--- config.mk ---
export PLATFORM = sky130hd
export DESIGN_NAME = instr_fetch_flat
export DESIGN_NICKNAME = d
export VERILOG_FILES = /design/src/rtl/instr_fetch_if.sv /design/src/rtl/instr_fetch.sv /design/src/flat_wrapper.sv
export SDC_FILE = /design/constraint.sdc
export NUM_CORES = 2
export LEC_CHECK = 0
export BUFFER_PORTS_ARGS = -buffer_cell sky130_fd_sc_hd__buf_4
export CAP_MARGIN = 5
export CORE_ASPECT_RATIO = 0.9
export CORE_MARGIN = 3
export CORE_UTILIZATION = 40
export CTS_BUF_LIST = sky130_fd_sc_hd__clkbuf_8 sky130_fd_sc_hd__clkbuf_16
export DETAILED_ROUTE_END_ITERATION = 8
export PLACE_DENSITY = 0.52
export SETUP_SLACK_MARGIN = 0.05
export SYNTH_ARGS = -nofsm -noshare
export SYNTH_HDL_FRONTEND = slang
export SYNTH_SLANG_ARGS = --single-unit
--- constraint.sdc ---
create_clock -name clk -period 2.75 [get_ports clk]
set_input_delay 0.4125 -clock clk [delete_from_list [all_inputs] [get_ports clk]]
set_output_delay 0.4125 -clock clk [all_outputs]
set_load 0.02 [all_outputs]
--- src/rtl/instr_fetch_if.sv ---
`default_nettype none
// ============================================================================
//  Module      : instr_fetch_if
//  Description : Bundle of the run/PC/flush/load inputs and the fetched
//                instruction outputs shared between the instruction-fetch
//                stage and whatever drives it.
//  Revision    : 1.0 - initial release
// ----------------------------------------------------------------------------
//  Signals
//    should_run_processor  run enable; low = stopped / memory-load mode
//    pc [31:0]             program counter from the PC stage
//    flush                 taken branch; discard this cycle's fetch
//    load_en               instruction-memory write strobe (IDLE only)
//    load_addr [7:0]       instruction-memory write address
//    load_data [INSTR_W]   instruction-memory write data
//    instr [INSTR_W]       registered instruction to decode
//    instr_valid           instr carries a real instruction this cycle
//    pc_out [31:0]         PC that instr was fetched from
//    done                  program has halted
//    fetch_count [15:0]    valid-fetch counter (only with IF_PERF_CNT_EN)
//  Modports
//    master : drives the inputs of the fetch stage, observes its outputs
//    slave  : the fetch stage itself
//  Build option
//    IF_PERF_CNT_EN        adds the fetch_count signal
// ============================================================================
interface instr_fetch_if #(
    parameter int INSTR_W = 9
);
    logic               should_run_processor;
    logic [31:0]        pc;
    logic               flush;
    logic               load_en;
    logic [7:0]         load_addr;
    logic [INSTR_W-1:0] load_data;

    logic [INSTR_W-1:0] instr;
    logic               instr_valid;
    logic [31:0]        pc_out;
    logic               done;
`ifdef IF_PERF_CNT_EN
    logic [15:0]        fetch_count;
`endif

    modport master (
`ifdef IF_PERF_CNT_EN
        input  fetch_count,
`endif
        output should_run_processor,
        output pc,
        output flush,
        output load_en,
        output load_addr,
        output load_data,
        input  instr,
        input  instr_valid,
        input  pc_out,
        input  done
    );

    modport slave (
`ifdef IF_PERF_CNT_EN
        output fetch_count,
`endif
        input  should_run_processor,
        input  pc,
        input  flush,
        input  load_en,
        input  load_addr,
        input  load_data,
        output instr,
        output instr_valid,
        output pc_out,
        output done
    );
endinterface
`default_nettype wire

--- src/rtl/instr_fetch.sv ---
`default_nettype none
// ============================================================================
//  Module      : instr_fetch
//  Description : Instruction-fetch stage with a private instruction memory.
//                The memory is loaded while the core is stopped (IDLE); when
//                run is raised the stage fetches mem[pc] every cycle with a
//                one-cycle registered read, inserts a NOP bubble on flush and
//                stops in HALTED after presenting the halt opcode.
//  Revision    : 1.0 - initial release
// ----------------------------------------------------------------------------
//  Ports
//    clk    input   rising-edge clock
//    reset  input   asynchronous, active-high reset (memory is not cleared)
//    bus    slave   instr_fetch_if: run / pc / flush / load inputs,
//                   instr / instr_valid / pc_out / done outputs
//  Parameters
//    INSTR_W      instruction width in bits
//    IMEM_DEPTH   instruction memory words (2..256), addressed by pc[7:0]
//    HALT_OPCODE  instruction value that ends the program
//  Build option
//    IF_PERF_CNT_EN  adds a saturating 16-bit count of valid fetches on
//                    bus.fetch_count, cleared when a run starts
// ============================================================================
module instr_fetch #(
    parameter int                 INSTR_W     = 9,
    parameter int                 IMEM_DEPTH  = 256,
    parameter logic [INSTR_W-1:0] HALT_OPCODE = 9'h1FF
) (
    input  wire logic    clk,
    input  wire logic    reset,
    instr_fetch_if.slave bus
);

    localparam int AW = $clog2(IMEM_DEPTH);

    typedef enum logic [1:0] {
        ST_IDLE   = 2'd0,
        ST_FETCH  = 2'd1,
        ST_HALTED = 2'd2
    } state_t;

    // ------------------------------------------------------------------
    // Storage and registered state
    // ------------------------------------------------------------------
    logic [INSTR_W-1:0] mem_q [IMEM_DEPTH];

    state_t             state_q;
    logic [INSTR_W-1:0] instr_q;
    logic               instr_valid_q;
    logic [31:0]        pc_out_q;
    logic               done_q;
`ifdef IF_PERF_CNT_EN
    logic [15:0]        fetch_count_q;
`endif

    // ------------------------------------------------------------------
    // Combinational helpers
    // ------------------------------------------------------------------
    logic               pc_in_range_d;
    logic [INSTR_W-1:0] fetch_word_d;
    logic               mem_wr_en_d;

    always_comb begin
        // Anything outside the populated memory reads as the halt opcode,
        // so a runaway PC stops the core instead of executing garbage.
        pc_in_range_d = (bus.pc[31:8] == 24'd0) &&
                        ({24'd0, bus.pc[7:0]} < 32'(IMEM_DEPTH));
        fetch_word_d  = HALT_OPCODE;
        if (pc_in_range_d) begin
            fetch_word_d = mem_q[bus.pc[AW-1:0]];
        end

        // Loading is only legal while stopped. The IDLE->FETCH edge still
        // counts as IDLE, so a write issued together with run still lands.
        mem_wr_en_d = bus.load_en && (state_q == ST_IDLE) &&
                      ({24'd0, bus.load_addr} < 32'(IMEM_DEPTH));
    end

    // ------------------------------------------------------------------
    // Instruction memory write port (contents survive reset)
    // ------------------------------------------------------------------
    always_ff @(posedge clk) begin
        if (mem_wr_en_d) begin
            mem_q[bus.load_addr[AW-1:0]] <= bus.load_data;
        end
    end

    // ------------------------------------------------------------------
    // Fetch FSM with registered outputs
    // ------------------------------------------------------------------
    always_ff @(posedge clk or posedge reset) begin
        if (reset) begin
            state_q       <= ST_IDLE;
            instr_q       <= '0;
            instr_valid_q <= 1'b0;
            pc_out_q      <= 32'd0;
            done_q        <= 1'b0;
`ifdef IF_PERF_CNT_EN
            fetch_count_q <= 16'd0;
`endif
        end else if (!bus.should_run_processor) begin
            // Dropping run aborts everything, whatever the state.
            state_q       <= ST_IDLE;
            instr_q       <= '0;
            instr_valid_q <= 1'b0;
            pc_out_q      <= 32'd0;
            done_q        <= 1'b0;
        end else begin
            case (state_q)
                ST_IDLE: begin
                    // The starting edge only arms the stage; the first
                    // fetch happens on the following edge.
                    state_q       <= ST_FETCH;
                    instr_q       <= '0;
                    instr_valid_q <= 1'b0;
                    pc_out_q      <= 32'd0;
                    done_q        <= 1'b0;
`ifdef IF_PERF_CNT_EN
                    fetch_count_q <= 16'd0;
`endif
                end

                ST_FETCH: begin
                    pc_out_q <= bus.pc;
                    if (bus.flush) begin
                        // Bubble: flush also overrides a halt opcode here,
                        // because the word belongs to the wrong path.
                        instr_q       <= '0;
                        instr_valid_q <= 1'b0;
                    end else begin
                        instr_q       <= fetch_word_d;
                        instr_valid_q <= 1'b1;
`ifdef IF_PERF_CNT_EN
                        if (fetch_count_q != 16'hFFFF) begin
                            fetch_count_q <= fetch_count_q + 16'd1;
                        end
`endif
                        // The halt word is still presented as valid; the
                        // done flag follows one cycle later from HALTED.
                        if (fetch_word_d == HALT_OPCODE) begin
                            state_q <= ST_HALTED;
                        end
                    end
                end

                ST_HALTED: begin
                    // instr and pc_out keep the halt word and its address.
                    instr_valid_q <= 1'b0;
                    done_q        <= 1'b1;
                end

                default: begin
                    state_q       <= ST_IDLE;
                    instr_q       <= '0;
                    instr_valid_q <= 1'b0;
                    pc_out_q      <= 32'd0;
                    done_q        <= 1'b0;
                end
            endcase
        end
    end

    // ------------------------------------------------------------------
    // Output drive
    // ------------------------------------------------------------------
    assign bus.instr       = instr_q;
    assign bus.instr_valid = instr_valid_q;
    assign bus.pc_out      = pc_out_q;
    assign bus.done        = done_q;
`ifdef IF_PERF_CNT_EN
    assign bus.fetch_count = fetch_count_q;
`endif

endmodule
`default_nettype wire

--- src/flat_wrapper.sv ---
// flat-port wrapper written by rule: the top's interface ports become plain ports
module instr_fetch_flat 
#(
    parameter int                 INSTR_W     = 9,
    parameter int                 IMEM_DEPTH  = 256,
    parameter logic [INSTR_W-1:0] HALT_OPCODE = 9'h1FF
)
  (clk, reset, bus_should_run_processor, bus_pc, bus_flush, bus_load_en, bus_load_addr, bus_load_data, bus_instr, bus_instr_valid, bus_pc_out, bus_done);
  instr_fetch_if #(.INSTR_W(INSTR_W)) bus_i ();
  input  wire logic clk;
  input  wire logic reset;
  input wire logic [$bits(bus_i.should_run_processor)-1:0] bus_should_run_processor;
  input wire logic [$bits(bus_i.pc)-1:0] bus_pc;
  input wire logic [$bits(bus_i.flush)-1:0] bus_flush;
  input wire logic [$bits(bus_i.load_en)-1:0] bus_load_en;
  input wire logic [$bits(bus_i.load_addr)-1:0] bus_load_addr;
  input wire logic [$bits(bus_i.load_data)-1:0] bus_load_data;
  output wire logic [$bits(bus_i.instr)-1:0] bus_instr;
  output wire logic [$bits(bus_i.instr_valid)-1:0] bus_instr_valid;
  output wire logic [$bits(bus_i.pc_out)-1:0] bus_pc_out;
  output wire logic [$bits(bus_i.done)-1:0] bus_done;
  assign bus_i.should_run_processor = bus_should_run_processor;
  assign bus_i.pc = bus_pc;
  assign bus_i.flush = bus_flush;
  assign bus_i.load_en = bus_load_en;
  assign bus_i.load_addr = bus_load_addr;
  assign bus_i.load_data = bus_load_data;
  assign bus_instr = bus_i.instr;
  assign bus_instr_valid = bus_i.instr_valid;
  assign bus_pc_out = bus_i.pc_out;
  assign bus_done = bus_i.done;
  instr_fetch #(.INSTR_W(INSTR_W), .IMEM_DEPTH(IMEM_DEPTH), .HALT_OPCODE(HALT_OPCODE)) u_core (.clk(clk), .reset(reset), .bus(bus_i));
endmodule
==> implementation parameters <==
Parameter                              Value

Run status
  Result of the run    finished, violations left
  Failing checks    negative setup slack

CTS
  CTS H-tree depth    4
  Number of buffers between clock root and the deepest sink    3
  Clock tree sinks    ~2,300
  Clock network latency to the later pin of the worst-skew pair    890 ps
  Worst-path clk slew    60 ps
  Clock tree from TritonCTS    yes
  CTS Root Buffer Type    clkbuf_16
  Cts bufs inserted    234

Global routing
  Via count of the first global-routing pass    between 50,000 and 60,000
  Global-route wire length before repair    approximately 410,000 um
  Antenna violations before repair    16
  GRT Residual Overflow    0
  Global routing usage summed across all routing layers    0.250
  Largest net degree at the start of global routing    87

Placement
  Routability congestion estimate from global placement    0.930
  Total instance count after detailed placement    around 8,600
  Quantity of I/O buffers inserted on ports    96
  Cell area after placement    104,000 um^2
  Half-perimeter wire length of the detailed placement result    around 200,000 um

Setup path
  Worst R2R Start    u_core.mem_q[64][5]
  Category of the worst setup path launch point    flop
  Worst-case register-to-register setup slack    -100 ps
  Cell-by-cell listing of the critical path    mux4_2 > a2111oi_0 > buf_4 > nor4_1 > a21oi_1 > buf_4 > nor4_4 > nor4bb_4 > a31o_1
  Largest fanout on the critical path    2
  Critical path class    reg2reg
  Count of cells along the worst register-to-register path    9
  Reg-to-reg endpoint    u_core.state_q[1]
  Data arrival at the endpoint of the critical path    3610 ps
  Top Family by Delay on Critical Path    compound AO/OA/AOI/OAI gates
  Crit path top cell by count    buf_4
  Count of buffer and inverter cells on the critical path    2
  CP required    3520 ps
  Cell type of the slowest stage on the worst timing path    a2111oi_0
  Longest individual stage delay on the worst path    roughly 840 ps
  Sort of element at the end of the critical path    flop

Timing
  Worst hold slack after final layout    78.0 ps
  Final clock period utilization by the worst path    1.04
  Unrepaired setup endpoints after global routing    true
  Count of endpoints failing setup in the final report    2
  Max Fclk    approximately 0.35 GHz
  Number of hold violations in the final report    0
  Final critical-path setup slack    -98.6 ps
  Largest clock skew in the final design    48.5 ps
  Actual slew at the worst max-slew pin    1010 ps
  Shortest period the worst path allows    between 2000 and 3000 ps
  Post-route setup TNS    -180 ps
  Final Slew Violations    0
  Relative slew slack    0.306

Pwr
  Power Total    76,600 uW
  Highest ir drop seen on vdd    0.585 mV
  Cell leakage power    roughly 0.039 uW
  PD cells    681 nW/um^2

Route
  DRC viols    0
  Total number of vias    52,200
  Met3 wire len    around 26,000 um
  Wire length after detailed routing    298,000 um
  Highest metal layer with signal wires    met4
  Number of iterations in the first detailed-routing pass    5
  Count of routing violations after the opening detailed-route iteration    around 6,800
  Wire length per cell after detailed routing    33.0 um
  Remaining antenna violation count after routing    0
  Met1 Routed Length    129,000 um
  Length of routed met2 wiring    about 130,000 um
  DR vias/cell    between 5 and 6

Synthesis
  Synth Register Bits    2,349
  Netlist area before placement    between 90,000 and 100,000 um^2
  Netlist cell types    a little under 70
  Synth warn    0
  Synthesized netlist net count    4,732
  Number of enable flip-flop cells after synthesis    2,304
  Post-synthesis sequential area ratio    0.763
  Syn avg cell area    19.7 um^2
  Commonest register cell after synthesis    edfxtp_1
  Async SR Flop Fraction    0.0192
  Gate Count Post-Synth    between 4,000 and 5,000

Floorplanning
  Starting density of the core    0.404
  Overall die height    461 um
  Num rows    166
  Placeable core region    228,000 um^2
  Die X    512 um
  Floorplan die area    236,000 um^2
  Boundary Pins    97

Worst hold path
  Worst Min Path Start    bus_load_data[2]
  Worst min-delay path endpoint    u_core.mem_q[27][2]
  Worst min-delay path category    in2reg
  Hold-critical path depth    1

Finish
  Most frequent cells in the layout    2,304 x edfxtp_1, 1,002 x buf_4, 488 x mux2i_1
  Leading cell type in the layout, fill and taps excluded    edfxtp_1
  Finished Cell Area    112,000 um^2
  Net count, final    5,847
  Number of non-filler instances in the completed layout    9,019
  Signed area change from the synthesized netlist to the final layout    22.0%
  Fill count    18,700
  Fraction of final layout cells with drive strength greater than 1    0.319

Flow run
  Max capacitance violation total    0
what timing repair did:
item	CTS	global route
gates resized for setup	24	12
gates cloned	0	0
endpoints found under the setup margin	6	7
endpoints found under the hold margin	59	0
hold buffers	30	0
setup buffers	0	0
pin swaps	10	1
power breakdown:
group          switching [uW]  internal [uW]  total (uW)
Clock                   14000          18000       32000
Sequential               44.0          39300       39400
Combinational            3130           2000        5140
sequential cells by signal, indices dropped and copies added, names as in the netlist:
name	count
u_core.bus.instr	9
u_core.bus.instr_valid	1
u_core.mem_q	2304
u_core.bus.pc_out	32
u_core.state_q	2
u_core.bus.done	1
logic make-up (layout without fill, tap and decap cells):
group / Yosys count / count (layout) / synth area share
AOI/OAI and AO/OA: 582 / 582 / 0.0469
buffers and inverters: 299 / 1613 / 0.0225
DFF: 2349 / 2349 / 0.763
muxes: 848 / 848 / 0.139
other: 0 / 3 / 0
and+or+nand+nor: 600 / 600 / 0.0288
worst max-delay path by stage:
stage	start	depth (start not counted)	to
6_report	u_core.mem_q[64][5]	9	u_core.state_q[1]
5_1_grt	u_core.mem_q[218][5]	10	u_core.state_q[1]
4_1_cts	u_core.mem_q[219][5]	10	u_core.state_q[1]
3_5_place_dp	bus_pc[0]	15	u_core.state_q[0]
3_3_place_gp	bus_pc[1]	12	u_core.state_q[0]
2_1_floorplan	bus_pc[0]	12	u_core.state_q[0]
routing by layer:
metal | vias to the layer above | GRT usage
li1 | 21600 | -
met3 | 394 | 0.0490
met2 | 2431 | 0.379
met5 | - | 0
met4 | 0 | 0.0680
met1 | 27800 | 0.368
synth_stat cells (45+ instances only):
cell,count,area share
nand3_1,47,0.0026
a22o_1,64,0.0061
o22ai_1,49,0.0033
a22oi_1,122,0.0099
nand2_1,108,0.0044
buf_6,60,0.0073
edfxtp_1,2304,0.75
buf_4,56,0.0046
a21oi_1,71,0.0039
a221oi_1,75,0.0071
mux2i_1,490,0.053
dfrtp_1,45,0.012
clkbuf_1,101,0.0041
buf_2,51,0.0028
mux4_2,337,0.082
nor2_1,309,0.013
stage by stage:
step	worst slack, ps	utilization
detailed placement	-1090	0.457
finish	-98.6	0.493
CTS	-46.8	0.492
global route	-161	0.493
floorplan	31.8	-
global placement	-1230	0.457
area by class of cell:
class	instances	area [um^2]	area share
multi-input cells	2030	20100	0.179
inverters	9	38.8	0.000345
clock inverters	193	1730	0.0154
diodes	3	7.51	0.0000667
repair buffers	1169	10500	0.0931
flip-flops and latches	2349	70300	0.625
well taps	3024	3780	0.0336
clock buffers	242	6010	0.0534
Note: power is estimated with default switching activity, not from simulation.
